File: config.mk
export PLATFORM = sky130hd
export DESIGN_NAME = lifting_dwt53_line
export DESIGN_NICKNAME = d
export VERILOG_FILES = /design/src/rtl/dwt_pkg.sv /design/src/rtl/lift53_step.sv /design/src/rtl/lifting_dwt53_line.sv
export SDC_FILE = /design/constraint.sdc
export NUM_CORES = 1
export LEC_CHECK = 0
export CAP_MARGIN = 20
export CORE_UTILIZATION = 65
export DETAILED_ROUTE_END_ITERATION = 10
export DONT_BUFFER_PORTS = 1
export PLACE_DENSITY_LB_ADDON = 0.25
export SYNTH_ARGS = -nofsm -noshare
export SYNTH_HDL_FRONTEND = slang
export SYNTH_SLANG_ARGS = --single-unit
File: constraint.sdc
create_clock -name clk -period 12.4 [get_ports clk]
set_input_delay 1.24 -clock clk [delete_from_list [all_inputs] [get_ports clk]]
set_output_delay 1.24 -clock clk [all_outputs]
set_load 0.01 [all_outputs]
File: src/rtl/dwt_pkg.sv
// Shared definitions for the LeGall 5/3 line lifting engine.
//   DWT_FWD / DWT_INV : values of the mode input (forward / inverse transform)
//   dwt_state_t       : line-sequencer state encoding
//   dwt_clog2         : ceiling log2 for sizing the pair index (minimum 1 bit)
package dwt_pkg;

    localparam logic DWT_FWD = 1'b0;
    localparam logic DWT_INV = 1'b1;

    typedef enum logic [2:0] {
        ST_IDLE  = 3'd0,
        ST_FILL  = 3'd1,
        ST_RUN   = 3'd2,
        ST_FLUSH = 3'd3,
        ST_DRAIN = 3'd4
    } dwt_state_t;

    function automatic int dwt_clog2(input int value);
        int result;
        int v;
        result = 0;
        v      = value - 1;
        while (v > 0) begin
            result = result + 1;
            v      = v >> 1;
        end
        if (result < 1) begin
            result = 1;
        end
        return result;
    endfunction

endpackage

File: src/rtl/lift53_step.sv
// Combinational 5/3 lifting step for one output pair.
//   i_mode        : DWT_FWD computes (s, d) from (x_even, x_odd); DWT_INV the reverse
//   i_even/i_odd  : current pair (forward: x[2n], x[2n+1]; inverse: s[n], d[n])
//   i_d_prev      : d[n-1] carried from the previous step
//   i_next_even   : next pair's even word (forward: x[2n+2]; inverse: s[n+1])
//   i_next_odd    : next pair's odd word (inverse only: d[n+1])
//   i_is_first    : n == 0, mirror d[-1] := d[0]
//   i_is_last     : n == N-1, mirror x[2N] := x[2N-2]; next_* are ignored
//   o_even/o_odd  : result pair (forward: s[n], d[n]; inverse: x[2n], x[2n+1])
//   o_d_cur       : d[n], to be carried as d_prev for the following step
module lift53_step
    import dwt_pkg::*;
#(
    parameter int DATA_W = 16
) (
    input  logic              i_mode,
    input  logic [DATA_W-1:0] i_even,
    input  logic [DATA_W-1:0] i_odd,
    input  logic [DATA_W-1:0] i_d_prev,
    input  logic [DATA_W-1:0] i_next_even,
    input  logic [DATA_W-1:0] i_next_odd,
    input  logic              i_is_first,
    input  logic              i_is_last,
    output logic [DATA_W-1:0] o_even,
    output logic [DATA_W-1:0] o_odd,
    output logic [DATA_W-1:0] o_d_cur
);

    localparam int SW = DATA_W + 2;
    localparam logic signed [SW-1:0] C_TWO = SW'(2);

    function automatic logic signed [SW-1:0] sx(input logic [DATA_W-1:0] v);
        return {{2{v[DATA_W-1]}}, v};
    endfunction

    // floor((a + b) / 2), wrapped to DATA_W
    function automatic logic [DATA_W-1:0] pred_term(input logic [DATA_W-1:0] a,
                                                    input logic [DATA_W-1:0] b);
        return DATA_W'((sx(a) + sx(b)) >>> 1);
    endfunction

    // floor((a + b + 2) / 4), wrapped to DATA_W
    function automatic logic [DATA_W-1:0] upd_term(input logic [DATA_W-1:0] a,
                                                   input logic [DATA_W-1:0] b);
        return DATA_W'((sx(a) + sx(b) + C_TWO) >>> 2);
    endfunction

    logic [DATA_W-1:0] w_f_next;
    logic [DATA_W-1:0] w_f_d;
    logic [DATA_W-1:0] w_f_dleft;
    logic [DATA_W-1:0] w_f_s;
    logic [DATA_W-1:0] w_i_dleft;
    logic [DATA_W-1:0] w_i_xe;
    logic [DATA_W-1:0] w_i_xe_next;
    logic [DATA_W-1:0] w_i_xo;

    // Forward: predict detail, then update approximation.
    assign w_f_next  = i_is_last ? i_even : i_next_even;
    assign w_f_d     = i_odd - pred_term(i_even, w_f_next);
    assign w_f_dleft = i_is_first ? w_f_d : i_d_prev;
    assign w_f_s     = i_even + upd_term(w_f_dleft, w_f_d);

    // Inverse: undo the update for this and the next even sample, then undo
    // the prediction. The next even sample needs d[n] and d[n+1].
    assign w_i_dleft   = i_is_first ? i_odd : i_d_prev;
    assign w_i_xe      = i_even - upd_term(w_i_dleft, i_odd);
    assign w_i_xe_next = i_is_last ? w_i_xe : (i_next_even - upd_term(i_odd, i_next_odd));
    assign w_i_xo      = i_odd + pred_term(w_i_xe, w_i_xe_next);

    assign o_even  = (i_mode == DWT_FWD) ? w_f_s : w_i_xe;
    assign o_odd   = (i_mode == DWT_FWD) ? w_f_d : w_i_xo;
    assign o_d_cur = (i_mode == DWT_INV) ? i_odd : w_f_d;

endmodule

File: src/rtl/lifting_dwt53_line.sv
// Single-level 1-D LeGall 5/3 lifting engine, one line of LINE_LEN samples
// presented as N = LINE_LEN/2 (even, odd) pairs.
//   clk, rst_n             : clock, asynchronous active-low reset
//   mode                   : 0 forward, 1 inverse; latched on pair 0 of a line
//   in_valid/in_ready      : input pair handshake (in_even, in_odd)
//   out_valid/out_ready    : output pair handshake (out_even, out_odd, out_idx, out_last)
//   busy                   : a line is in progress
// Handshake: a transfer happens on a rising edge where valid && ready; the
// producer keeps data stable while valid && !ready. The output register is a
// single stage, so a new pair is refused while the output is stalled.
module lifting_dwt53_line
    import dwt_pkg::*;
#(
    parameter  int DATA_W   = 16,
    parameter  int LINE_LEN = 16,
    localparam int N_PAIRS  = LINE_LEN / 2,
    localparam int IDX_W    = dwt_clog2(N_PAIRS)
) (
    input  logic              clk,
    input  logic              rst_n,
    input  logic              mode,
    input  logic              in_valid,
    output logic              in_ready,
    input  logic [DATA_W-1:0] in_even,
    input  logic [DATA_W-1:0] in_odd,
    output logic              out_valid,
    input  logic              out_ready,
    output logic [DATA_W-1:0] out_even,
    output logic [DATA_W-1:0] out_odd,
    output logic [IDX_W-1:0]  out_idx,
    output logic              out_last,
    output logic              busy
);

    localparam logic [IDX_W-1:0] C_LAST_M1 = IDX_W'(N_PAIRS - 2);

    dwt_state_t        r_state;
    dwt_state_t        w_state_nxt;
    logic              r_mode;
    logic [DATA_W-1:0] r_even;
    logic [DATA_W-1:0] r_odd;
    logic [DATA_W-1:0] r_d_prev;
    logic [IDX_W-1:0]  r_cnt;       // index of the pair held in r_even/r_odd
    logic              r_out_valid;
    logic [DATA_W-1:0] r_out_even;
    logic [DATA_W-1:0] r_out_odd;
    logic [IDX_W-1:0]  r_out_idx;
    logic              r_out_last;

    logic              w_in_ready;
    logic              w_in_fire;
    logic              w_out_free;
    logic              w_step_load;
    logic              w_step_last;
    logic [DATA_W-1:0] w_step_even;
    logic [DATA_W-1:0] w_step_odd;
    logic [DATA_W-1:0] w_step_d;

    assign w_out_free = !r_out_valid || out_ready;
    assign w_in_fire  = in_valid && w_in_ready;

    // State register
    always_ff @(posedge clk or negedge rst_n) begin
        if (!rst_n) begin
            r_state <= ST_IDLE;
        end else begin
            r_state <= w_state_nxt;
        end
    end

    // Next-state logic
    always_comb begin
        w_state_nxt = r_state;
        case (r_state)
            ST_IDLE:  if (w_in_fire) w_state_nxt = ST_FILL;
            ST_FILL,
            ST_RUN:   if (w_in_fire) w_state_nxt = (r_cnt == C_LAST_M1) ? ST_FLUSH : ST_RUN;
            ST_FLUSH: if (w_out_free) w_state_nxt = ST_DRAIN;
            ST_DRAIN: if (r_out_valid && out_ready) w_state_nxt = ST_IDLE;
            default:  w_state_nxt = ST_IDLE;
        endcase
    end

    // State-decoded outputs
    always_comb begin
        w_in_ready  = 1'b0;
        w_step_load = 1'b0;
        w_step_last = 1'b0;
        case (r_state)
            ST_IDLE,
            ST_FILL:  w_in_ready = 1'b1;
            ST_RUN:   w_in_ready = w_out_free;
            default:  w_in_ready = 1'b0;
        endcase
        if ((r_state == ST_FILL || r_state == ST_RUN) && w_in_fire) begin
            w_step_load = 1'b1;
        end
        if (r_state == ST_FLUSH) begin
            w_step_last = 1'b1;
            w_step_load = w_out_free;
        end
    end

    lift53_step #(
        .DATA_W (DATA_W)
    ) u_step (
        .i_mode      (r_mode),
        .i_even      (r_even),
        .i_odd       (r_odd),
        .i_d_prev    (r_d_prev),
        .i_next_even (in_even),
        .i_next_odd  (in_odd),
        .i_is_first  (r_cnt == '0),
        .i_is_last   (w_step_last),
        .o_even      (w_step_even),
        .o_odd       (w_step_odd),
        .o_d_cur     (w_step_d)
    );

    // Pair registers and output register
    always_ff @(posedge clk or negedge rst_n) begin
        if (!rst_n) begin
            r_mode      <= 1'b0;
            r_even      <= '0;
            r_odd       <= '0;
            r_d_prev    <= '0;
            r_cnt       <= '0;
            r_out_valid <= 1'b0;
            r_out_even  <= '0;
            r_out_odd   <= '0;
            r_out_idx   <= '0;
            r_out_last  <= 1'b0;
        end else begin
            if (r_state == ST_IDLE && w_in_fire) begin
                r_mode <= mode;
                r_even <= in_even;
                r_odd  <= in_odd;
                r_cnt  <= '0;
            end else if (w_step_load && !w_step_last) begin
                r_even   <= in_even;
                r_odd    <= in_odd;
                r_d_prev <= w_step_d;
                r_cnt    <= r_cnt + IDX_W'(1);
            end

            if (w_step_load) begin
                r_out_valid <= 1'b1;
                r_out_even  <= w_step_even;
                r_out_odd   <= w_step_odd;
                r_out_idx   <= r_cnt;
                r_out_last  <= w_step_last;
            end else if (out_ready) begin
                r_out_valid <= 1'b0;
                r_out_last  <= 1'b0;
            end
        end
    end

    assign in_ready  = w_in_ready;
    assign out_valid = r_out_valid;
    assign out_even  = r_out_even;
    assign out_odd   = r_out_odd;
    assign out_idx   = r_out_idx;
    assign out_last  = r_out_last;
    assign busy      = (r_state != ST_IDLE);

endmodule

==> key figures <==
Flow run
  – Max Cap Violations: 0

Global route
  – Vias in the first global route: 11,000
  – M2 GR Usage: between 50 and 60%
  – GRT met3 Usage: 4.47%
  – Gr busiest metal: met2
  – Met1 Track Usage GR: 48.6%
  – First-pass GRT wire length: approximately 54 mm
  – Total GRT Usage: around a third
  – Largest net degree at the start of global routing: 93
  – Antenna violations before repair: 1
  – GRT Residual Overflow: 0

Yosys
  – Post-synth EDFFs: 0
  – Main synth FF type: dfrtp_1
  – Ys Warns: 0
  – Mapped Cells: 1,596
  – Post-synthesis sequential area ratio: a little under a fifth
  – Post-Syn Area: about 12,000 sq um
  – Synth cell types: 75
  – Asr flop ratio synth: between 90% and 100%
  – Syn Area/Cell: ~7.7 sq um
  – Syn nets: between 1,500 and 2,000
  – Seq cells post-synth: 92

Clock network
  – Clock Latency Late Sink: 0.37 ns
  – Root buffer cell: clkbuf_16
  – CTS Buffer Depth: 2
  – CTS tree: built
  – Post_cts resized: 0
  – Reg clk slew, reported paths: around 0.080 ns
  – Post-CTS setup buffer count: 0
  – CTS sink count: 92
  – Number of buffers created by CTS: 9
  – Hold Buf Count CTS: 0
  – # H-tree levels: 3

Routing
  – Remaining antenna violation count: 0
  – DRC Markers: 0
  – Drt wl/cell: 18.5 microns
  – Routed WL: ~33 mm
  – Vias/cell: 6.44
  – Pre-Repair DR Iteration Count: 6
  – DR iter-0 viols: between 1,000 and 1,500
  – Via count: ~12,000

Timing
  – Slew @ Worst Pin: approximately 1.1 ns
  – Post-route setup TNS: 0 ns
  – Fin. Hold Viols: 0
  – Tmin final: around 8.7 ns
  – Final hold slack: between 0.4 and 0.5 ns
  – Final setup fails: 0
  – Final worst-path cycle share: 70.0%
  – Fmax: 115 MHz
  – Slew HR: slightly below 30%
  – Slew Limit Fails: 0
  – RSZ-0062 raised after global routing: false
  – Clock skew: between 0.01 and 0.015 ns

Run status
  – Status: finished clean

Die
  – Die ar.: roughly 19,000 sq um
  – Core Region: ~18,000 sq um
  – Die height: around 140 microns
  – Initial Utilization: 67.3%
  – Die width: ~140 microns
  – # IOs: 76
  – Row count: slightly below 50

Worst setup path
  – CP max FO: 39
  – Worst r2r dst: out_even[15]
  – R2R setup slack: between 3 and 4 ns
  – Crit. End Element: flop
  – Critical Path Start Type: flop
  – Critical path class: flop to flop
  – Critical Path RT: between 10 and 15 ns
  – R2r startpoint: r_state[1]
  – Most frequent CP cell: o21ai_0
  – CP delay by family, top: compound AO/OA/AOI/OAI gates
  – R2r worst-path depth: 39
  – Worst EP arrival: roughly 8.9 ns
  – Largest stage delay, worst path: between 0.5 and 0.6 ns
  – Buf/Inv on CP: 1
  – CP max-delay cell: or4b_1

Min path
  – HP Class: flop to flop
  – Worst hold stages: 2
  – Hold Crit Start: r_d_prev[9]
  – Hold EP: r_d_prev[9]

Placement
  – Dpl cells: around 1,800
  – Placement Cell Area: between 10,000 and 15,000 sq um
  – GP Congestion: ~0.99
  – Port Buffers: 0
  – Dpl hpwl: ~26 mm

Finish
  – Fill count: 1,482
  – Most frequent cells in the layout: nand2_1 (219), ha_1 (163), a21oi_1 (133)
  – Final design area excluding fillers: approximately 13,000 sq um
  – Post-Layout Cell Count: 1,804
  – Commonest non-fill, non-tap cell in the layout: nand2_1
  – Share of layout cells above drive strength 1: under 10%
  – Nets: about 1,800
  – # diodes: 0
  – Area growth, synth to finish: 3.81%
## how the worst max path moves through the flow
stage / startpoint / endpoint / slack [ns] / cells after the start
final: r_state[1] / out_even[15] / 3.72 / 39
after floorplan: in_even[1] / out_even[15] / 4.42 / 37
after detailed placement: in_even[1] / out_even[15] / 3.64 / 37
after global placement: in_even[1] / out_even[15] / 3.91 / 37
after global routing: r_state[1] / out_even[15] / 3.05 / 39
after CTS: r_state[1] / out_even[15] / 3.87 / 39
## cells in the mapped netlist (20+ instances only)
cell type / n / area share, %
inv_1: 95 / 2.9
xor2_1: 61 / 4.3
nand3_1: 32 / 1.3
ha_1: 163 / 17
nand2_1: 220 / 6.7
a21o_1: 23 / 1.4
nor2_1: 124 / 3.8
dfrtp_1: 92 / 19
mux2_2: 33 / 3.0
o21ai_0: 104 / 4.2
a21oi_1: 134 / 5.5
clkbuf_1: 37 / 1.1
o211ai_1: 21 / 1.3
o21bai_1: 20 / 1.2
nor3_1: 53 / 2.2
xnor2_1: 96 / 6.8
## kinds of logic after synthesis
group | Yosys count | share of synthesized area, %
and+or+nand+nor | 560 | 21.3
AOI/OAI and AO/OA | 435 | 22.6
adders and majority gates | 173 | 18.2
xor gates and xnor gates | 158 | 11.4
buffers and inverters | 139 | 4.27
DFF | 92 | 18.7
muxes | 39 | 3.51
## cell type report
class	count	area, sq um	area share (%)
inverters	95	357	2.79
well taps	229	287	2.24
clock inverters	7	63.8	0.500
clock buffers	9	225	1.76
repair buffers	7	52.6	0.411
multi-input cells	1365	9480	74.3
flip-flops and latches	92	2300	18.0
## layer usage
metal  vias up  share of wire [%]
met5         -                  0
met1      5434                 44
met2       494                 45
met4         0                2.0
li1       5639                  -
met3        52                9.3
## registers in the layout, summed over array words and instances, names as in the netlist
register and cells:
out_even 16, out_idx 3, out_last 1, out_odd 16, out_valid 1, r_cnt 3, r_d_prev 16, r_even 16
r_mode 1, r_odd 16, r_state 3
## worst register-to-register path: cells and delay by family, from the launching register on
| family | cells | cell delay [ns] |
|---|---|---|
| adder cells (fa/ha/maj) | 4 | 1.22 |
| AND/OR/NAND/NOR | 11 | 2.28 |
| XOR/XNOR | 5 | 1.01 |
| buffers and inverters | 1 | 0.37 |
| flip-flops | 1 | 0.49 |
| AO/OA/AOI/OAI | 18 | 3.15 |
## stage by stage
stage               setup WS (ns)  util (%)
CTS                          3.87      69.9
finish                       3.72      69.9
global route                 3.05      69.9
detailed placement           3.64      68.3
global placement             3.91      68.3
floorplan                    4.42         -
Power is left out: the tool's default activity adds up to more than one toggle a clock period on the data nets, which glitch-free logic cannot reach.
